### src/rtl/seq_divider_n_if.sv
// Valid/ready operand and result channels for seq_divider_n.
// master drives operands and accepts results; slave is the divider.
interface seq_divider_n_if #(
    parameter int unsigned N = 32
);
    logic         in_valid;
    logic         in_ready;
    logic [N-1:0] dividend;
    logic [N-1:0] divisor;
    logic         out_valid;
    logic         out_ready;
    logic [N-1:0] quotient;
    logic [N-1:0] remainder;
    logic         div_by_zero;

    modport master (
        output in_valid, dividend, divisor, out_ready,
        input  in_ready, out_valid, quotient, remainder, div_by_zero
    );

    modport slave (
        input  in_valid, dividend, divisor, out_ready,
        output in_ready, out_valid, quotient, remainder, div_by_zero
    );
endinterface

### src/rtl/seq_divider_n.sv
// Iterative unsigned restoring divider, one quotient bit per clock.
// Define DIV_EARLY_EXIT_EN for 1-cycle results on divide-by-zero or dividend < divisor.
module seq_divider_n #(
    parameter int unsigned N = 32
) (
    input logic           clk,
    input logic           rst,
    seq_divider_n_if.slave bus
);
    localparam int unsigned CW = $clog2(N);

    typedef enum logic [1:0] {IDLE, CALC, DONE} state_t;

    state_t        state, state_next;
    logic [N-1:0]  dq;        // dividend bits shift out as quotient bits shift in
    logic [N-1:0]  dvs;
    logic [N-1:0]  rem;
    logic [CW-1:0] cnt;
    logic          dbz;
    logic          in_ready_r;
    logic          out_valid_r;
`ifdef DIV_EARLY_EXIT_EN
    logic          early;
`endif

    logic [N:0]    trial;
    logic [N-1:0]  diff;
    logic          take;
    logic          last;

    always_comb begin
        trial = {rem, dq[N-1]};
        // Restored result is always below the divisor, so N bits suffice.
        diff  = trial[N-1:0] - dvs;
        take  = trial >= {1'b0, dvs};
        last  = cnt == CW'(N - 1);
    end

    always_comb begin
        state_next = state;
        case (state)
            IDLE: if (bus.in_valid) state_next = CALC;
`ifdef DIV_EARLY_EXIT_EN
            CALC: if (early || last) state_next = DONE;
`else
            CALC: if (last) state_next = DONE;
`endif
            DONE: if (bus.out_ready) state_next = IDLE;
            default: state_next = IDLE;
        endcase
    end

    always_ff @(posedge clk) begin
        if (rst) begin
            state       <= IDLE;
            in_ready_r  <= 1'b1;
            out_valid_r <= 1'b0;
            dq          <= '0;
            dvs         <= '0;
            rem         <= '0;
            cnt         <= '0;
            dbz         <= 1'b0;
`ifdef DIV_EARLY_EXIT_EN
            early       <= 1'b0;
`endif
        end else begin
            state       <= state_next;
            in_ready_r  <= state_next == IDLE;
            out_valid_r <= state_next == DONE;
            case (state)
                IDLE: if (bus.in_valid) begin
                    dq    <= bus.dividend;
                    dvs   <= bus.divisor;
                    rem   <= '0;
                    cnt   <= '0;
                    dbz   <= bus.divisor == '0;
`ifdef DIV_EARLY_EXIT_EN
                    early <= (bus.divisor == '0) || (bus.dividend < bus.divisor);
`endif
                end
                CALC: begin
`ifdef DIV_EARLY_EXIT_EN
                    if (early) begin
                        rem <= dq;
                        dq  <= dbz ? '1 : '0;
                    end else
`endif
                    begin
                        rem <= take ? diff : trial[N-1:0];
                        dq  <= {dq[N-2:0], take};
                        cnt <= cnt + 1'b1;
                    end
                end
                default: ;
            endcase
        end
    end

    assign bus.in_ready    = in_ready_r;
    assign bus.out_valid   = out_valid_r;
    assign bus.quotient    = dq;
    assign bus.remainder   = rem;
    assign bus.div_by_zero = dbz;
endmodule

### src/flat_wrapper.sv
// flat-port wrapper written by rule: the top's interface ports become plain ports
module seq_divider_n_flat 
#(
    parameter int unsigned N = 32
)
  (clk, rst, bus_in_valid, bus_dividend, bus_divisor, bus_out_ready, bus_in_ready, bus_out_valid, bus_quotient, bus_remainder, bus_div_by_zero);
  seq_divider_n_if #(.N(N)) bus_i ();
  input logic clk;
  input logic rst;
  input wire logic [$bits(bus_i.in_valid)-1:0] bus_in_valid;
  input wire logic [$bits(bus_i.dividend)-1:0] bus_dividend;
  input wire logic [$bits(bus_i.divisor)-1:0] bus_divisor;
  input wire logic [$bits(bus_i.out_ready)-1:0] bus_out_ready;
  output wire logic [$bits(bus_i.in_ready)-1:0] bus_in_ready;
  output wire logic [$bits(bus_i.out_valid)-1:0] bus_out_valid;
  output wire logic [$bits(bus_i.quotient)-1:0] bus_quotient;
  output wire logic [$bits(bus_i.remainder)-1:0] bus_remainder;
  output wire logic [$bits(bus_i.div_by_zero)-1:0] bus_div_by_zero;
  assign bus_i.in_valid = bus_in_valid;
  assign bus_i.dividend = bus_dividend;
  assign bus_i.divisor = bus_divisor;
  assign bus_i.out_ready = bus_out_ready;
  assign bus_in_ready = bus_i.in_ready;
  assign bus_out_valid = bus_i.out_valid;
  assign bus_quotient = bus_i.quotient;
  assign bus_remainder = bus_i.remainder;
  assign bus_div_by_zero = bus_i.div_by_zero;
  seq_divider_n #(.N(N)) u_core (.clk(clk), .rst(rst), .bus(bus_i));
endmodule
### config.mk
export PLATFORM = sky130hd
export DESIGN_NAME = seq_divider_n_flat
export DESIGN_NICKNAME = d
export VERILOG_FILES = /design/src/rtl/seq_divider_n_if.sv /design/src/rtl/seq_divider_n.sv /design/src/flat_wrapper.sv
export SDC_FILE = /design/constraint.sdc
export NUM_CORES = 1
export LEC_CHECK = 0
export CAP_MARGIN = 20
export CORE_ASPECT_RATIO = 1.1
export CORE_MARGIN = 3
export CORE_UTILIZATION = 55
export DETAILED_ROUTE_END_ITERATION = 8
export PLACE_DENSITY_LB_ADDON = 0.05
export REMOVE_ABC_BUFFERS = 1
export SLEW_MARGIN = 40
export SYNTH_ARGS = -nofsm -noshare
export SYNTH_HDL_FRONTEND = slang
export SYNTH_SLANG_ARGS = --single-unit
### constraint.sdc
create_clock -name clk -period 7.2 [get_ports clk]
set_clock_uncertainty 0.05 [all_clocks]
set_input_delay 1.08 -clock clk [delete_from_list [all_inputs] [get_ports clk]]
set_output_delay 1.08 -clock clk [all_outputs]
set_load 0.005 [all_outputs]
==> results.yml, run 1 <==
outcome:
  outcome: "finished, final reports clean"
clock_network:
  ctsHoldBuffers: 0
  cts_buffers: 9
  cts_max_path_buffers: 2
  clkSinkCount: 106
  h-tree-depth: 3
  post_cts_buffers: 0
  cts_root_buffer: "clkbuf_16"
  clk_pin_slew_worst_paths_ns: 0.07
  cts_tree: "yes"
  clock_latency_ns: 0.36
  cts_resized: 0
power:
  p_per_area_mw_per_mm2: 356
  power_uw: 2780
  power.leakage_uw: 0.00313
  peakVddDrop_v: 0.000240
synthesis:
  synth_area_leaders: "dfxtp_1 (34%), nand2_1 (7.1%), ha_1 (6.9%), a21oi_1 (6.1%), inv_1 (4.2%)"
  synth-seq-cells: 106
  synth_top_flop_cell: "dfxtp_1"
  synth_top_area_share_pct: 34.5
  syn_avg_cell_area_sq_um: 7.83
  syn-cell-area_sq_mm: 0.00615
  synth-edff-count: 0
  synthDistinctLibCells: 63
  synthCells: 786
  post-synth-top-count-cell: "nand2_1"
  ys_seq_area_share_pct: 34.5
  synth.largest_area_cell: "dfxtp_1"
  async_flop_share_pct: 0
  yosysWarningCount: 0
  ys_top_cells_by_count: "nand2_1 (116), dfxtp_1 (106), a21oi_1 (75), inv_1 (69), nor2_1 (49)"
place:
  port_buffers: 134
  dpl_cell_area_sq_mm: 0.00749
  dp_hpwl_um: 12500
  gp_congestion: 0.958
run:
  maxCapViolations: 0
setup_path:
  cp_data_required_time_ns: 7.42
  path_cells: "inv_1, ha_1, a21o_1, a31o_1, a32o_1, o41ai_2, a211o_2, o211ai_4, a31oi_4, buf_4, mux2_2, o21ai_0"
  cp-end-kind: "flop"
  max_stage_delay_ns: 0.48
  ff2ff_setup_slack_ns: 3.65
  critical_path.slowest_cell: "buf_4"
  cp.depth: 12
  crit_path_max_fanout: 37
  reg2regPathDepth: 12
  critical_path_class: "flop to flop"
  critPathTopFamily: "compound AO/OA/AOI/OAI gates"
  timing.rr.end: "u_core.bus.remainder[1]"
  rr_startpoint: "u_core.dvs[6]"
  cp.buffers_inverters: 2
  critPathLaunch: "u_core.dvs[6]"
  endpoint: "u_core.bus.remainder[1]"
  critPathArrivalTime_ns: 3.77
  startpoint_type: "flop"
routing:
  viasPerCell: 5.88
  route.detailed.drc: 0
  antenna_left: 0
  first_pass_iters: 7
  drt_iter0_markers: 365
  drt_wl_total_um: 17200
  wl_per_cell_um: 16.6
  vias: 6075
grt:
  overflow: 0
  grt_usage_pct: 27.9
  grt_pass1_vias: 5998
  antenna_found_initial: 0
  grt_max_degree: 77
  grt_pass1_wl_um: 28400
sta:
  setup_tns_ns: 0
  holdWs_ns: 0.408
  finalCritPeriodShare_pct: 49.3
  worst_slew_pin_slew_ns: 0.821
  grt_setup_unrepaired: "no"
  relSlewSlack_pct: 45.2
  hold_viol: 0
  final-setup-viol-count: 0
  max_freq_ghz: 0.282
  period_minus_slack_ns: 3.55
  slew_viol_final: 0
die:
  die_w_um: 107
  dieArea_sq_mm: 0.0125
  io_pins: 135
  row_count: 39
  core_area_sq_mm: 0.0106
  start_util_pct: 57.8
  fp.dieH_um: 117
finish:
  fin_area_sq_mm: 0.00780
  areaGrowthSynthToFinish_pct: 26.8
  fillers: 891
  antennaDiodeCount: 0
  nNetsFinal: 989
  final_util_pct: 73.3
  layout-drive-gt1-share_pct: 4.38
min_path:
  hold_depth: 2
  min_path_type: "flop to flop"
-- kinds of logic after synthesis --
| group | share of synthesized area (%) |
|---|---|
| AOI/OAI and AO/OA | 25.6 |
| xor gates and xnor gates | 3.84 |
| adders and majority gates | 7.24 |
| buffers and inverters | 8.01 |
| DFF | 34.5 |
| muxes | 4.27 |
| and+or+nand+nor | 16.6 |
-- cell type report --
| type | instances | area (sq um) | share of cell area (%) |
|---|---|---|---|
| multi-input cells | 560 | 3550 | 45.5 |
| flip-flops and latches | 106 | 2120 | 27.2 |
| clock inverters | 6 | 73.8 | 0.946 |
| well taps | 143 | 179 | 2.29 |
| repair buffers | 140 | 1380 | 17.7 |
| inverters | 69 | 259 | 3.32 |
| clock buffers | 10 | 239 | 3.06 |
-- metal layers --
metal / global-route usage, % / vias to the layer above / wire [um]
li1: - / 2964 / -
met1: 33.7 / 2868 / 7340
met2: 49.6 / 221 / 8410
met3: 6.97 / 22 / 1210
met4: 8.10 / 0 / 247
met5: 0 / - / 0
-- power by group --
part	switching, uW	internal (uW)	total [uW]	leakage, uW
Sequential	65.4	655	721	0.000870
Combinational	816	723	1540	0.00210
Clock	236	284	521	0.000153
-- through the flow --
stage               setup slack [ns]  cells
CTS                             3.64   1034
global route                    3.42   1034
detailed placement              3.68   1018
finish                          3.65   1034
global placement                3.79   1018
floorplan                       3.72    735
-- registers in the layout, summed over array words and instances, names as in the netlist --
signal	cells
u_core.dvs	32
u_core.bus.out_valid	1
u_core.bus.quotient	32
u_core.cnt	5
u_core.state	2
u_core.bus.div_by_zero	1
u_core.bus.remainder	32
u_core.bus.in_ready	1
-- worst reg2reg max path, delay by kind of cell (launching register included) --
kind                     cells  cell delay, ns
AO/OA/AOI/OAI                8            1.78
buffers and inverters        2            0.53
multiplexers                 1            0.41
adder cells (fa/ha/maj)      1            0.37
flip-flops                   1            0.33
-- placed cells by master (no fill, tap or decap), types with 10 or more instances in the layout --
cell type,instances
a211oi_1,15
o21ai_1,23
a221oi_1,20
nand2_1,115
nor2_1,48
ha_1,34
mux2i_1,24
a21oi_1,75
xnor2_1,18
a21o_1,10
clkdlybuf4s50_1,133
dfxtp_1,106
o22ai_1,20
inv_1,69
o21ai_0,29
-- worst min-delay path by stage --
stage | startpoint | end | slack, ns
4_1_cts | u_core.dvs[9] | u_core.dvs[9] | 0.41
2_1_floorplan | u_core.dvs[10] | u_core.dvs[10] | 0.38
6_report | u_core.dvs[9] | u_core.dvs[9] | 0.41
5_1_grt | u_core.dvs[9] | u_core.dvs[9] | 0.42
3_3_place_gp | u_core.dvs[24] | u_core.dvs[24] | 0.39
3_5_place_dp | u_core.dvs[9] | u_core.dvs[9] | 0.40
Note: power is estimated with default switching activity, not from simulation.
==> inputs of run 2 (changes only) <==
- CORE_UTILIZATION: 55 -> 46
- clock period: 7.2 -> 3 ns (I/O delays scaled with it)
==> results.yml, run 2 (synthesized netlist as in run 1, its figures left out) <==
die:
  fp.dieH_um: 127
  row_count: 43
  die_w_um: 116
  core_area_sq_mm: 0.0129
  dieArea_sq_mm: 0.0148
  io_pins: 135
  start_util_pct: 47.8
routing:
  antenna_left: 0
  drt_iter0_markers: 328
  first_pass_iters: 4
  vias: 6226
  wl_per_cell_um: 16.8
  drt_wl_total_um: 18700
  route.detailed.drc: 0
  viasPerCell: 5.61
power:
  power.leakage_uw: 0.00350
  p_sw_share_pct: 38.8
  p_int_uw: 4860
  pwr-share-clk_pct: 16.2
  p_seq_share_pct: 21.8
  p_per_area_mw_per_mm2: 919
  pwr-share-comb_pct: 62.0
  switchingPower_uw: 3080
  peakVddDrop_v: 0.000429
sta:
  grt_setup_unrepaired: "yes"
  setup_tns_ns: 0
  fin_ws_ns: 0.0413
  worst_slew_pin_slew_ns: 0.708
  period_minus_slack_ns: 2.96
  finalCritPeriodShare_pct: 98.6
  slew_viol_final: 0
  max_freq_ghz: 0.338
  final-setup-viol-count: 0
  relSlewSlack_pct: 52.4
  hold_viol: 0
place:
  dp_hpwl_um: 13500
  dpl_cell_area_sq_mm: 0.00790
  port_buffers: 134
  gp_congestion: 0.896
  dp_slack_ns: -0.368
clock_network:
  cts_max_path_buffers: 2
  clock_latency_ns: 0.36
  cts_buffers: 9
  clkSinkCount: 106
  h-tree-depth: 3
  clk_pin_slew_worst_paths_ns: 0.08
  cts_tree: "yes"
  ctsHoldBuffers: 0
  cts_root_buffer: "clkbuf_16"
finish:
  final_common_cell: "clkdlybuf4s50_1"
  layout-drive-gt1-share_pct: 14.9
  fillers: 1136
  final_cell_mix: "clkdlybuf4s50_1 (133), nand2_1 (115), dfxtp_1 (100)"
  antennaDiodeCount: 0
  regArea_sq_mm: 0.00213
  areaGrowthSynthToFinish_pct: 40.5
  final_util_pct: 67.2
  multi_input_area_sq_mm: 0.00385
  fin_area_sq_mm: 0.00864
  nNetsFinal: 1051
setup_path:
  cp.depth: 12
  cp.buffers_inverters: 1
  path_cells: "inv_2, ha_4, fa_2, and2b_2, o31ai_4, a2111oi_4, nor3_2, o41a_1, o21ai_2, mux2i_1, or4_1, nand2_1"
  critical_path_class: "flop to flop"
  max_stage_delay_ns: 0.44
  startpoint_type: "flop"
  rr_startpoint: "u_core.bus.quotient[31]"
  cp_data_required_time_ns: 3.26
  ff2ff_setup_slack_ns: 0.04
  endpoint: "u_core.bus.remainder[26]"
  crit_path_max_fanout: 2
  critical_path.slowest_cell: "o41a_1"
  critPathArrivalTime_ns: 3.22
  critPathLaunch: "u_core.bus.quotient[31]"
  critPathTopFamily: "compound AO/OA/AOI/OAI gates"
  timing.rr.end: "u_core.bus.remainder[26]"
  cp-end-kind: "flop"
  reg2regPathDepth: 12
grt:
  grt_pass1_wl_um: 30400
  grt_max_degree: 45
  overflow: 0
  grt_usage_pct: 25.4
  antenna_found_initial: 0
  grt_pass1_vias: 6285
min_path:
  min_path_type: "flop to flop"
outcome:
  outcome: "finished, final reports clean"
run:
  maxCapViolations: 0
run 2: cell types whose count changed in the layout (fill, tap and decap cells not counted), moves of 6 or more:
cell / delta
o21ai_1: +6
dfxtp_1: -6
buf_4: +57
ha_4: +10
ha_1: -11
o21ai_0: -11
run 2: layout make-up:
cell class                      count  area share (%)
Multi-Input combinational cell    560            44.5
Sequential cell                   106            24.7
Timing Repair Buffer              202            21.8
Inverter                           69            3.00
Clock buffer                       11            2.92
Tap cell                          157            2.27
Clock inverter                      5           0.782
run 2: per-layer routing:
metal  part of all wire, %  GRT usage, %
met1                    44          31.0
met2                    48          42.9
met3                   6.0          6.21
met4                   2.0          9.76
met5                     0             0
run 2: worst min path at each step:
stage / start / endpoint / slack, ns / depth (start not counted)
floorplan: u_core.dvs[10] / u_core.dvs[10] / 0.38 / 2
global placement: u_core.dvs[2] / u_core.dvs[2] / 0.39 / 2
detailed placement: u_core.dvs[19] / u_core.dvs[19] / 0.40 / 2
CTS: u_core.dvs[6] / u_core.dvs[6] / 0.41 / 2
global route: u_core.dvs[19] / u_core.dvs[19] / 0.42 / 2
finish: u_core.dvs[19] / u_core.dvs[19] / 0.40 / 2
run 2: timing repair:
item | CTS | global route
setup buffers | 6 | 8
endpoints found under the hold margin | 0 | 0
endpoints found under the setup margin | 32 | 33
resized for setup | 25 | 49
pin swaps | 12 | 24
gates cloned | 0 | 0
run 2: worst register-to-register path, delay by kind of cell (launching register included):
kind | cells | cell delay (ns)
muxes | 1 | 0.09
and+or+nand+nor | 4 | 0.84
AOI/OAI and AO/OA | 4 | 1.01
buffers and inverters | 1 | 0.05
DFF | 1 | 0.34
adders and majority gates | 2 | 0.53
run 2: metrics by stage:
stage / std cells / hold WS, ns / total power (uW)
after floorplan: 735 / 0.380 / 4310
after global placement: 1081 / 0.394 / 5890
after detailed placement: 1081 / 0.396 / 5950
after CTS: 1103 / 0.406 / 7550
after global routing: 1110 / 0.419 / 8430
final: 1110 / 0.404 / 7940
run 2: power groups by stage:
stage	clock (uW)	combinational, uW	sequential (uW)
2_1_floorplan	0	2570	1740
3_3_place_gp	0	4160	1740
3_5_place_dp	0	4210	1740
4_1_cts	1300	4530	1720
5_1_grt	1360	5320	1750
6_report	1290	4930	1730
==> inputs of run 3 (changes only) <==
- CTS_CLUSTER_SIZE: unset -> 16
- GPL_ROUTABILITY_DRIVEN: unset -> 0
==> results.yml, run 3 (synthesized netlist as in run 1, its figures left out) <==
outcome:
  outcome: "finished, violations left"
  violations: "setup timing"
clock_network:
  cts_tree: "yes"
  cts_root_buffer: "clkbuf_16"
  cts_max_path_buffers: 2
  h-tree-depth: 3
  clkSinkCount: 106
  clk_pin_slew_worst_paths_ns: 0.07
  cts_buffers: 9
  ctsHoldBuffers: 0
  clock_latency_ns: 0.36
grt:
  grt_max_degree: 45
  grt_pass1_vias: 6301
  grt_usage_pct: 24.6
  overflow: 0
  antenna_found_initial: 0
  grt_pass1_wl_um: 29700
finish:
  final_util_pct: 67.1
  layout-drive-gt1-share_pct: 14.4
  final_cell_mix: "clkdlybuf4s50_1 (133), nand2_1 (115), dfxtp_1 (99)"
  areaGrowthSynthToFinish_pct: 40.2
  fin_area_sq_mm: 0.00862
  antennaDiodeCount: 0
  nNetsFinal: 1050
  final_common_cell: "clkdlybuf4s50_1"
power:
  power.leakage_uw: 0.00350
  pwr-share-clk_pct: 15.1
  p_int_uw: 4980
  peakVddDrop_v: 0.000568
  switchingPower_uw: 3060
  pwr-share-comb_pct: 63.4
  p_per_area_mw_per_mm2: 932
  p_seq_share_pct: 21.5
  p_sw_share_pct: 38.0
sta:
  slew_viol_final: 0
  fin_ws_ns: -0.0128
  max_freq_ghz: 0.332
  worst_slew_pin_slew_ns: 0.702
  finalCritPeriodShare_pct: 100
  hold_viol: 0
  grt_setup_unrepaired: "yes"
  relSlewSlack_pct: 53.2
  setup_tns_ns: -0.0128
  period_minus_slack_ns: 3.01
  final-setup-viol-count: 1
die:
  core_area_sq_mm: 0.0129
  io_pins: 135
  dieArea_sq_mm: 0.0148
  die_w_um: 116
  fp.dieH_um: 127
  row_count: 43
  start_util_pct: 47.8
setup_path:
  critPathArrivalTime_ns: 3.17
  cp.depth: 13
  cp.buffers_inverters: 3
  crit_path_max_fanout: 6
  startpoint_type: "flop"
  reg2regPathDepth: 13
  timing.rr.end: "u_core.bus.remainder[17]"
  cp-end-kind: "flop"
  rr_startpoint: "u_core.dvs[8]"
  cp_data_required_time_ns: 3.16
  endpoint: "u_core.bus.remainder[17]"
  ff2ff_setup_slack_ns: -0.01
  path_cells: "inv_1, ha_4, a21o_1, a31o_1, a32o_2, o41ai_4, a211o_2, o211ai_4, a31oi_4, buf_6, clkbuf_16, mux2i_1, o21ai_1"
  critPathTopFamily: "compound AO/OA/AOI/OAI gates"
  max_stage_delay_ns: 0.36
  critical_path.slowest_cell: "a31oi_4"
  critical_path_class: "flop to flop"
  critPathLaunch: "u_core.dvs[8]"
routing:
  drt_iter0_markers: 378
  drt_wl_total_um: 18700
  top_layer: "met4"
  wl_per_cell_um: 16.8
  route.detailed.drc: 0
  first_pass_iters: 6
  antenna_left: 0
  wl_met2_um: 9020
  wl_met1_um: 7820
  viasPerCell: 5.70
  vias: 6322
  wl_met3_um: 1340
place:
  dp_slack_ns: -0.310
  dpl_cell_area_sq_mm: 0.00789
  dp_hpwl_um: 13300
  port_buffers: 134
run:
  maxCapViolations: 0
min_path:
  min_path_type: "flop to flop"
==> run 3: how the worst min path moves through the flow <==
stage / to / cells after the start / startpoint
after floorplan: u_core.dvs[10] / 2 / u_core.dvs[10]
after global placement: u_core.dvs[2] / 2 / u_core.dvs[2]
after detailed placement: u_core.dvs[29] / 2 / u_core.dvs[29]
after CTS: u_core.dvs[29] / 2 / u_core.dvs[29]
after global routing: u_core.dvs[18] / 2 / u_core.dvs[18]
final: u_core.dvs[3] / 2 / u_core.dvs[3]
==> run 3: what timing repair did <==
item	CTS	global route
gates cloned	0	3
gates resized for setup	18	52
setup endpoints to repair	31	33
pin swaps	11	15
buffers inserted	5	6
==> run 3: power by group through the flow <==
stage	registers [uW]	clock network, uW	logic [uW]
6_report	1730	1210	5090
3_3_place_gp	1740	0	4090
3_5_place_dp	1740	0	4140
4_1_cts	1720	1230	4340
5_1_grt	1750	1290	5470
2_1_floorplan	1740	0	2570
==> run 3: worst reg2reg max path, cell delays in order (launching register included) <==
cell and delay [ns]:
dfxtp_2 0.32, inv_1 0.08, ha_4 0.21, a21o_1 0.19, a31o_1 0.19, a32o_2 0.26, o41ai_4 0.30, a211o_2 0.20
o211ai_4 0.08, a31oi_4 0.36, buf_6 0.16, clkbuf_16 0.13, mux2i_1 0.22, o21ai_1 0.10
==> run 3: per-layer routing <==
| metal | up-vias | track usage (%) |
|---|---|---|
| li1 | 3087 | - |
| met1 | 2963 | 30.9 |
| met2 | 232 | 39.9 |
| met3 | 40 | 5.83 |
| met4 | 0 | 11.3 |
| met5 | - | 0 |
==> run 3: cell type report <==
type	instances	area [sq um]
Timing Repair Buffer	201	1940
Tap cell	157	196
Inverter	69	259
Fill cell	1132	4240
Multi-Input combinational cell	560	3800
Clock buffer	11	233
Sequential cell	106	2130
Clock inverter	5	60.1
==> run 3: per-stage QoR <==
step,total power [uW],cells,hold slack [ns]
2_1_floorplan,4310,735,0.380
3_3_place_gp,5820,1080,0.395
3_5_place_dp,5880,1080,0.398
4_1_cts,7290,1101,0.408
5_1_grt,8510,1109,0.416
6_report,8040,1109,0.406
